### src/rtl/uart_frame_pkg.sv
// Shared types and constants for the UART frame controller.
// Optional feature macro: UART_FRAME_CRC_EN (adds the CRC state and CRC-8 check).
package uart_frame_pkg;

    // Frame parser states; ST_CRC exists only when the CRC check is built in.
    typedef enum logic [2:0] {
        ST_IDLE    = 3'd0,
        ST_LEN     = 3'd1,
        ST_PAYLOAD = 3'd2,
`ifdef UART_FRAME_CRC_EN
        ST_CRC     = 3'd3,
`endif
        ST_DONE    = 3'd4
    } state_t;

    // err_code encodings reported with frame_done
    localparam logic [1:0] ERR_NONE    = 2'd0;
    localparam logic [1:0] ERR_LEN     = 2'd1;
    localparam logic [1:0] ERR_CRC     = 2'd2;
    localparam logic [1:0] ERR_TIMEOUT = 2'd3;

    // CRC-8: polynomial x^8+x^2+x+1, zero init, MSB first
    localparam logic [7:0] CRC8_POLY = 8'h07;
    localparam logic [7:0] CRC8_INIT = 8'h00;

    // Default frame start marker
    localparam logic [7:0] HDR_BYTE_DEF = 8'hA5;

endpackage

### src/rtl/uart_frame_ctrl_crc8_byte.sv
// Combinational CRC-8 update over one byte (MSB first).
// Only instantiated when UART_FRAME_CRC_EN is defined.
module crc8_byte
    import uart_frame_pkg::*;
(
    input  logic [7:0] crc_in,
    input  logic [7:0] data_byte,
    output logic [7:0] crc_out
);

    logic [7:0] c;

    // Fold the byte into the CRC, then run eight shift/XOR steps.
    always_comb begin
        c = crc_in ^ data_byte;
        for (int i = 0; i < 8; i++) begin
            if (c[7]) begin
                c = {c[6:0], 1'b0} ^ CRC8_POLY;
            end else begin
                c = {c[6:0], 1'b0};
            end
        end
        crc_out = c;
    end

endmodule

### src/rtl/uart_frame_ctrl.sv
// UART frame controller: parses HDR, LEN, payload[, CRC] frames from a byte
// strobe, forwards payload bytes one cycle later, and reports frame status.
// Optional feature macro: UART_FRAME_CRC_EN (CRC-8 over LEN and payload).
//
// Handshake: data_en is a one-cycle strobe with data_in valid in the same
// cycle; there is no backpressure, so every strobe is consumed (or ignored in
// DONE). pay_valid is likewise a one-cycle strobe with no ready; frame_done is
// a one-cycle pulse with frame_ok/err_code valid only while it is high.
module uart_frame_ctrl
    import uart_frame_pkg::*;
#(
    parameter int         MAX_LEN     = 16,
    parameter int         TIMEOUT_CYC = 52080,
    parameter logic [7:0] HDR_BYTE    = HDR_BYTE_DEF
) (
    input  logic       clk,
    input  logic       rst_n,
    input  logic       data_en,
    input  logic [7:0] data_in,
    output logic       pay_valid,
    output logic [7:0] pay_data,
    output logic       pay_last,
    output logic       frame_done,
    output logic       frame_ok,
    output logic [1:0] err_code,
    output logic       busy
);

    localparam int         TMO_W     = (TIMEOUT_CYC > 2) ? $clog2(TIMEOUT_CYC) : 1;
    localparam logic [TMO_W-1:0] TMO_LAST = TMO_W'(TIMEOUT_CYC - 1);
    localparam logic [7:0] MAX_LEN_B = 8'(MAX_LEN);

    state_t           state_q, state_d;
    logic [1:0]       err_q, err_d;
    logic [7:0]       len_cnt;
    logic [TMO_W-1:0] tmo_cnt;
    logic             tmo_hit;

    // A strobe arriving on the terminal count wins over the timeout.
    assign tmo_hit = (tmo_cnt == TMO_LAST) && !data_en;

`ifdef UART_FRAME_CRC_EN
    logic [7:0] crc_q;
    logic [7:0] crc_next;

    crc8_byte u_crc8 (
        .crc_in    (crc_q),
        .data_byte (data_in),
        .crc_out   (crc_next)
    );

    // Running CRC: restart in IDLE, accumulate LEN and payload bytes.
    always_ff @(posedge clk or negedge rst_n) begin
        if (!rst_n) begin
            crc_q <= CRC8_INIT;
        end else if (state_q == ST_IDLE) begin
            crc_q <= CRC8_INIT;
        end else if (data_en && (state_q == ST_LEN || state_q == ST_PAYLOAD)) begin
            crc_q <= crc_next;
        end
    end
`endif

    // State and latched error code register.
    always_ff @(posedge clk or negedge rst_n) begin
        if (!rst_n) begin
            state_q <= ST_IDLE;
            err_q   <= ERR_NONE;
        end else begin
            state_q <= state_d;
            err_q   <= err_d;
        end
    end

    // Next-state logic: advance on data_en, except DONE and timeout exits.
    always_comb begin
        state_d = state_q;
        err_d   = err_q;
        case (state_q)
            ST_IDLE: begin
                if (data_en && data_in == HDR_BYTE) begin
                    state_d = ST_LEN;
                    err_d   = ERR_NONE;
                end
            end
            ST_LEN: begin
                if (data_en) begin
                    if (data_in == 8'd0 || data_in > MAX_LEN_B) begin
                        state_d = ST_DONE;
                        err_d   = ERR_LEN;
                    end else begin
                        state_d = ST_PAYLOAD;
                    end
                end else if (tmo_hit) begin
                    state_d = ST_DONE;
                    err_d   = ERR_TIMEOUT;
                end
            end
            ST_PAYLOAD: begin
                if (data_en) begin
                    if (len_cnt == 8'd1) begin
`ifdef UART_FRAME_CRC_EN
                        state_d = ST_CRC;
`else
                        state_d = ST_DONE;
`endif
                    end
                end else if (tmo_hit) begin
                    state_d = ST_DONE;
                    err_d   = ERR_TIMEOUT;
                end
            end
`ifdef UART_FRAME_CRC_EN
            ST_CRC: begin
                if (data_en) begin
                    state_d = ST_DONE;
                    err_d   = (data_in != crc_q) ? ERR_CRC : ERR_NONE;
                end else if (tmo_hit) begin
                    state_d = ST_DONE;
                    err_d   = ERR_TIMEOUT;
                end
            end
`endif
            ST_DONE: begin
                state_d = ST_IDLE;
            end
            default: begin
                state_d = ST_IDLE;
            end
        endcase
    end

    // Length down-counter and registered payload forwarding.
    always_ff @(posedge clk or negedge rst_n) begin
        if (!rst_n) begin
            len_cnt   <= 8'd0;
            pay_valid <= 1'b0;
            pay_data  <= 8'd0;
            pay_last  <= 1'b0;
        end else begin
            pay_valid <= 1'b0;
            pay_last  <= 1'b0;
            if (data_en && state_q == ST_LEN && data_in != 8'd0 && data_in <= MAX_LEN_B) begin
                len_cnt <= data_in;
            end else if (data_en && state_q == ST_PAYLOAD) begin
                len_cnt   <= len_cnt - 8'd1;
                pay_valid <= 1'b1;
                pay_data  <= data_in;
                pay_last  <= (len_cnt == 8'd1);
            end
        end
    end

    // Inter-byte idle counter: clears on a strobe or in IDLE, saturates.
    always_ff @(posedge clk or negedge rst_n) begin
        if (!rst_n) begin
            tmo_cnt <= '0;
        end else if (data_en || state_q == ST_IDLE) begin
            tmo_cnt <= '0;
        end else if (tmo_cnt != TMO_LAST) begin
            tmo_cnt <= tmo_cnt + 1'b1;
        end
    end

    // Status outputs decoded from the state and latched error.
    always_comb begin
        frame_done = (state_q == ST_DONE);
        frame_ok   = (state_q == ST_DONE) && (err_q == ERR_NONE);
        err_code   = (state_q == ST_DONE) ? err_q : ERR_NONE;
        busy       = (state_q != ST_IDLE);
    end

endmodule

### config.mk
export PLATFORM = sky130hd
export DESIGN_NAME = uart_frame_ctrl
export DESIGN_NICKNAME = d
export VERILOG_FILES = /design/src/rtl/uart_frame_pkg.sv /design/src/rtl/uart_frame_ctrl_crc8_byte.sv /design/src/rtl/uart_frame_ctrl.sv
export SDC_FILE = /design/constraint.sdc
export NUM_CORES = 1
export LEC_CHECK = 0
export ABC_AREA = 0
export BUFFER_PORTS_ARGS = -buffer_cell sky130_fd_sc_hd__buf_2
export CAP_MARGIN = 20
export CELL_PAD_IN_SITES_DETAIL_PLACEMENT = 1
export CELL_PAD_IN_SITES_GLOBAL_PLACEMENT = 2
export CORE_MARGIN = 2
export CORE_UTILIZATION = 35
export CTS_CLUSTER_SIZE = 28
export DETAILED_ROUTE_END_ITERATION = 6
export GPL_TIMING_DRIVEN = 0
export PLACE_DENSITY_LB_ADDON = 0.1
export SLEW_MARGIN = 0
export SYNTH_ARGS = -nofsm -noshare
export SYNTH_HDL_FRONTEND = slang
export SYNTH_SLANG_ARGS = --single-unit
export TNS_END_PERCENT = 20
### constraint.sdc
create_clock -name clk -period 2.4 [get_ports clk]
set_clock_uncertainty 0.15 [all_clocks]
set_input_delay 0.12 -clock clk [delete_from_list [all_inputs] [get_ports clk]]
set_output_delay 0.12 -clock clk [all_outputs]
set_load 0.1 [all_outputs]
==> flow_summary_export.csv <==
group,metric,value,unit
place,dpl.hpwl,3460,µm
yosys,syn_avg_cell_area,9.31,µm²
layout,drive_gt1_frac,0.179,
layout,nets,270,
sta,holdWs,0.107,ns
route,wl,4920,µm
global_routing,antenna_found_initial,0,
outcome,status,"finished clean",
critical_path,cpMostUsedCell,"buf_2",
route,antenna_left,0,
cts,clock-root-buffer,"clkbuf_8",
critical_path,critPathLaunchType,"input port",
route,vias,1669,
sta,rsz0062_at_grt,"no",
critical_path,cp.arrival,2.19,ns
sta,finalHoldViolCount,0,
power_and_ir_drop,p_leak,1.16,nW
route,via_per_inst,5.07,
worst_hold_path,hp-class,"in -> reg",
yosys,syn_inst,216,
layout,area_delta_synth_final,23.6,%
cts,cts_sinks,39,
power_and_ir_drop,power_density,568,nW/µm²
route,drt-met1-wl,2360,µm
yosys,synth_edf_count,0,
yosys,synth_nets,230,
critical_path,crit_path_cell_trace,"dlygate4sd3_1 > buf_2 > nor4_2 > xor2_1 > nor3_1 > buf_2 > nor2_1 > a211o_1",
route,dr_wl_met3,103,µm
critical_path,path_delay_family,"buffers and inverters",
route,drc_errors,0,
route,first_pass_iters,4,
critical_path,path_class,"in -> reg",
sta,period_needed,2.15,ns
yosys,syn_area,2010,µm²
yosys,synth-async-reset-ratio,1.00,
cts,cts_buffers,5,
global_routing,grt_pass1_vias,1755,
die,die-area,6370,µm²
critical_path,path_buf_inv,3,
yosys,synthFlopType,"dfrtp_1",
sta,worst_slew_pin_slew,0.917,ns
yosys,ys_seq_area_frac,0.485,
power_and_ir_drop,power.total,0.00141,W
global_routing,grt_max_degree,40,
sta,slew_headroom,0.389,
critical_path,critPathSlowestCell,"dlygate4sd3_1",
die,coreArea,5540,µm²
route,drt_iter0_markers,42,
yosys,synth_seq_cells,39,
die,start_util,0.363,
cts,post-cts-setup-buffers,0,
layout,fin_util,0.449,
sta,final-setup-viol-count,0,
global_routing,grt_overflow,0,
power_and_ir_drop,peakVddDrop,0.000326,V
cts,clk_pin_slew,0.08,ns
die,rows,27,
layout,antenna_cells,0,
cts,cts_resized,0,
yosys,synth_cell_types,44,
sta,fmax,464,MHz
global_routing,grt_pass1_wl,8330,µm
die,ios,26,
place,dpl.cell_count,312,
cts,cts_tree,"built",
route,highest_layer,"met4",
critical_path,cp.required,2.44,ns
cts,htreeDepth,2,
layout,finalNonFillerCells,329,
yosys,yosys_warnings,0,
route,routedWlPerCell,15.0,µm
critical_path,max_stage_delay,0.53,ns
route,wl_met2,2430,µm
die,die_x,79.8,µm
cts,clock_path_buffers,2,
critical_path,cp-end-kind,"flip-flop",
die,die_h,79.8,µm
cts,clock_latency,0.29,ns
critical_path,path_max_fanout,10,
place,place.gp.congestion,0.772,
global_routing,grtUsageTotal,0.170,
place,port_buffers,24,
sta,finalMaxSlewViolations,0,
run,maxCapViolations,0,
sta,timing.final.crit_share,0.898,
[synth_stat cells (2+ instances only)]
| cell type | n | share of area |
|---|---|---|
| a21oi_1 | 10 | 0.025 |
| inv_2 | 2 | 0.0037 |
| or3_1 | 3 | 0.0093 |
| inv_1 | 5 | 0.0093 |
| nor4_1 | 2 | 0.0062 |
| a31oi_1 | 2 | 0.0062 |
| nand3_1 | 11 | 0.027 |
| o21ai_1 | 6 | 0.015 |
| nand4b_1 | 3 | 0.013 |
| nand2_1 | 38 | 0.071 |
| a221o_1 | 2 | 0.010 |
| a21o_1 | 2 | 0.0075 |
| nand4_1 | 2 | 0.0062 |
| xor2_1 | 12 | 0.052 |
| clkbuf_1 | 7 | 0.013 |
| and4_1 | 2 | 0.0087 |
| nor3b_1 | 2 | 0.0075 |
| buf_2 | 2 | 0.0050 |
| dfrtp_1 | 39 | 0.49 |
| nor2_1 | 24 | 0.045 |
| nand3b_1 | 3 | 0.011 |
| xnor2_1 | 2 | 0.0087 |
| nor4_2 | 2 | 0.012 |
| and3_1 | 3 | 0.0093 |
| and2_1 | 2 | 0.0062 |
| o41ai_1 | 2 | 0.0087 |
| nor3_1 | 7 | 0.017 |
| ha_1 | 3 | 0.019 |
[area by class of cell]
type / count / area, µm²
Inverter: 7 / 26.3
Clock inverter: 2 / 60.1
Clock buffer: 6 / 72.6
Tap cell: 72 / 90.1
Multi-Input combinational cell: 160 / 987
Timing Repair Buffer: 33 / 210
Fill cell: 651 / 3050
Buffer: 10 / 63.8
Sequential cell: 39 / 976
[registers in the layout, summed over array words and instances, names as in the netlist]
name	flops
err_q	2
len_cnt	8
state_q	3
tmo_cnt	16
pay_data	8
pay_valid	1
pay_last	1
[cell families (layout without fill, tap and decap cells)]
| family | Yosys count | count (layout) | synth area share |
|---|---|---|---|
| fa+ha+maj | 3 | 3 | 0.0187 |
| xor+xnor | 14 | 14 | 0.0610 |
| compound gates | 32 | 32 | 0.117 |
| buf+inv | 17 | 58 | 0.0349 |
| mux | 1 | 1 | 0.00498 |
| flops | 39 | 39 | 0.485 |
| simple gates | 110 | 110 | 0.278 |
[path summary, 6_finish.rpt]
kind / from / end / slack [ns] / cells past startpoint
max: data_in[0] / len_cnt[2] / 0.25 / 8
min: data_en / state_q[2] / 0.11 / 3
max reg2reg: tmo_cnt[7] / state_q[2] / 0.26 / 5
min reg2reg: pay_data[2] / pay_data[2] / 0.33 / 2
max in group asynchronous: rst_n / tmo_cnt[10] / 1.18 / 2
min in group asynchronous: rst_n / err_q[1] / 0.35 / 2
[power by group]
part / switching, W / internal [W]
Clock: 0.000244 / 0.000416
Sequential: 0.00000534 / 0.000662
Combinational: 0.0000557 / 0.0000289
Total: 0.000305 / 0.00111
[per-layer routing]
layer | global-route usage | vias to the layer above
met5 | 0 | -
met4 | 0.0407 | 0
met1 | 0.216 | 820
met2 | 0.297 | 15
met3 | 0.0339 | 4
li1 | - | 830
[metrics by stage]
stage	setup TNS [ns]	cell area, µm²	setup slack (ns)
global placement	0	2260	0.233
floorplan	-0.524	2050	-0.246
detailed placement	0	2260	0.235
global route	0	2490	0.0997
finish	0	2490	0.245
CTS	0	2490	0.223
[layout by cell type (no fill, tap or decap), types with 3 or more instances in the layout]
cell type      synthesis  layout
dlygate4sd3_1          0       9
ha_1                   3       3
or3_1                  3       3
inv_1                  5       5
nor2_1                24      24
nor3_1                 7       7
nand3b_1               3       3
xor2_1                12      12
o21ai_1                6       6
and3_1                 3       3
a21oi_1               10      10
dfrtp_1               39      39
clkbuf_1               7       6
nand4b_1               3       3
nand2_1               38      38
clkbuf_8               0       7
buf_2                  2      26
nand3_1               11      11
[tightest hold or removal path: stages]
cell and delay [ns]:
buf_2 0.17, nor2_2 0.16, a2111oi_4 0.07
[what timing repair did]
| action | 4_1_cts | 5_1_grt |
|---|---|---|
| setup endpoints to repair | 0 | 0 |
| endpoints found under the hold margin | 50 | 0 |
| hold buffers | 9 | 0 |
No activity file was read; power rests on OpenSTA's default activity.
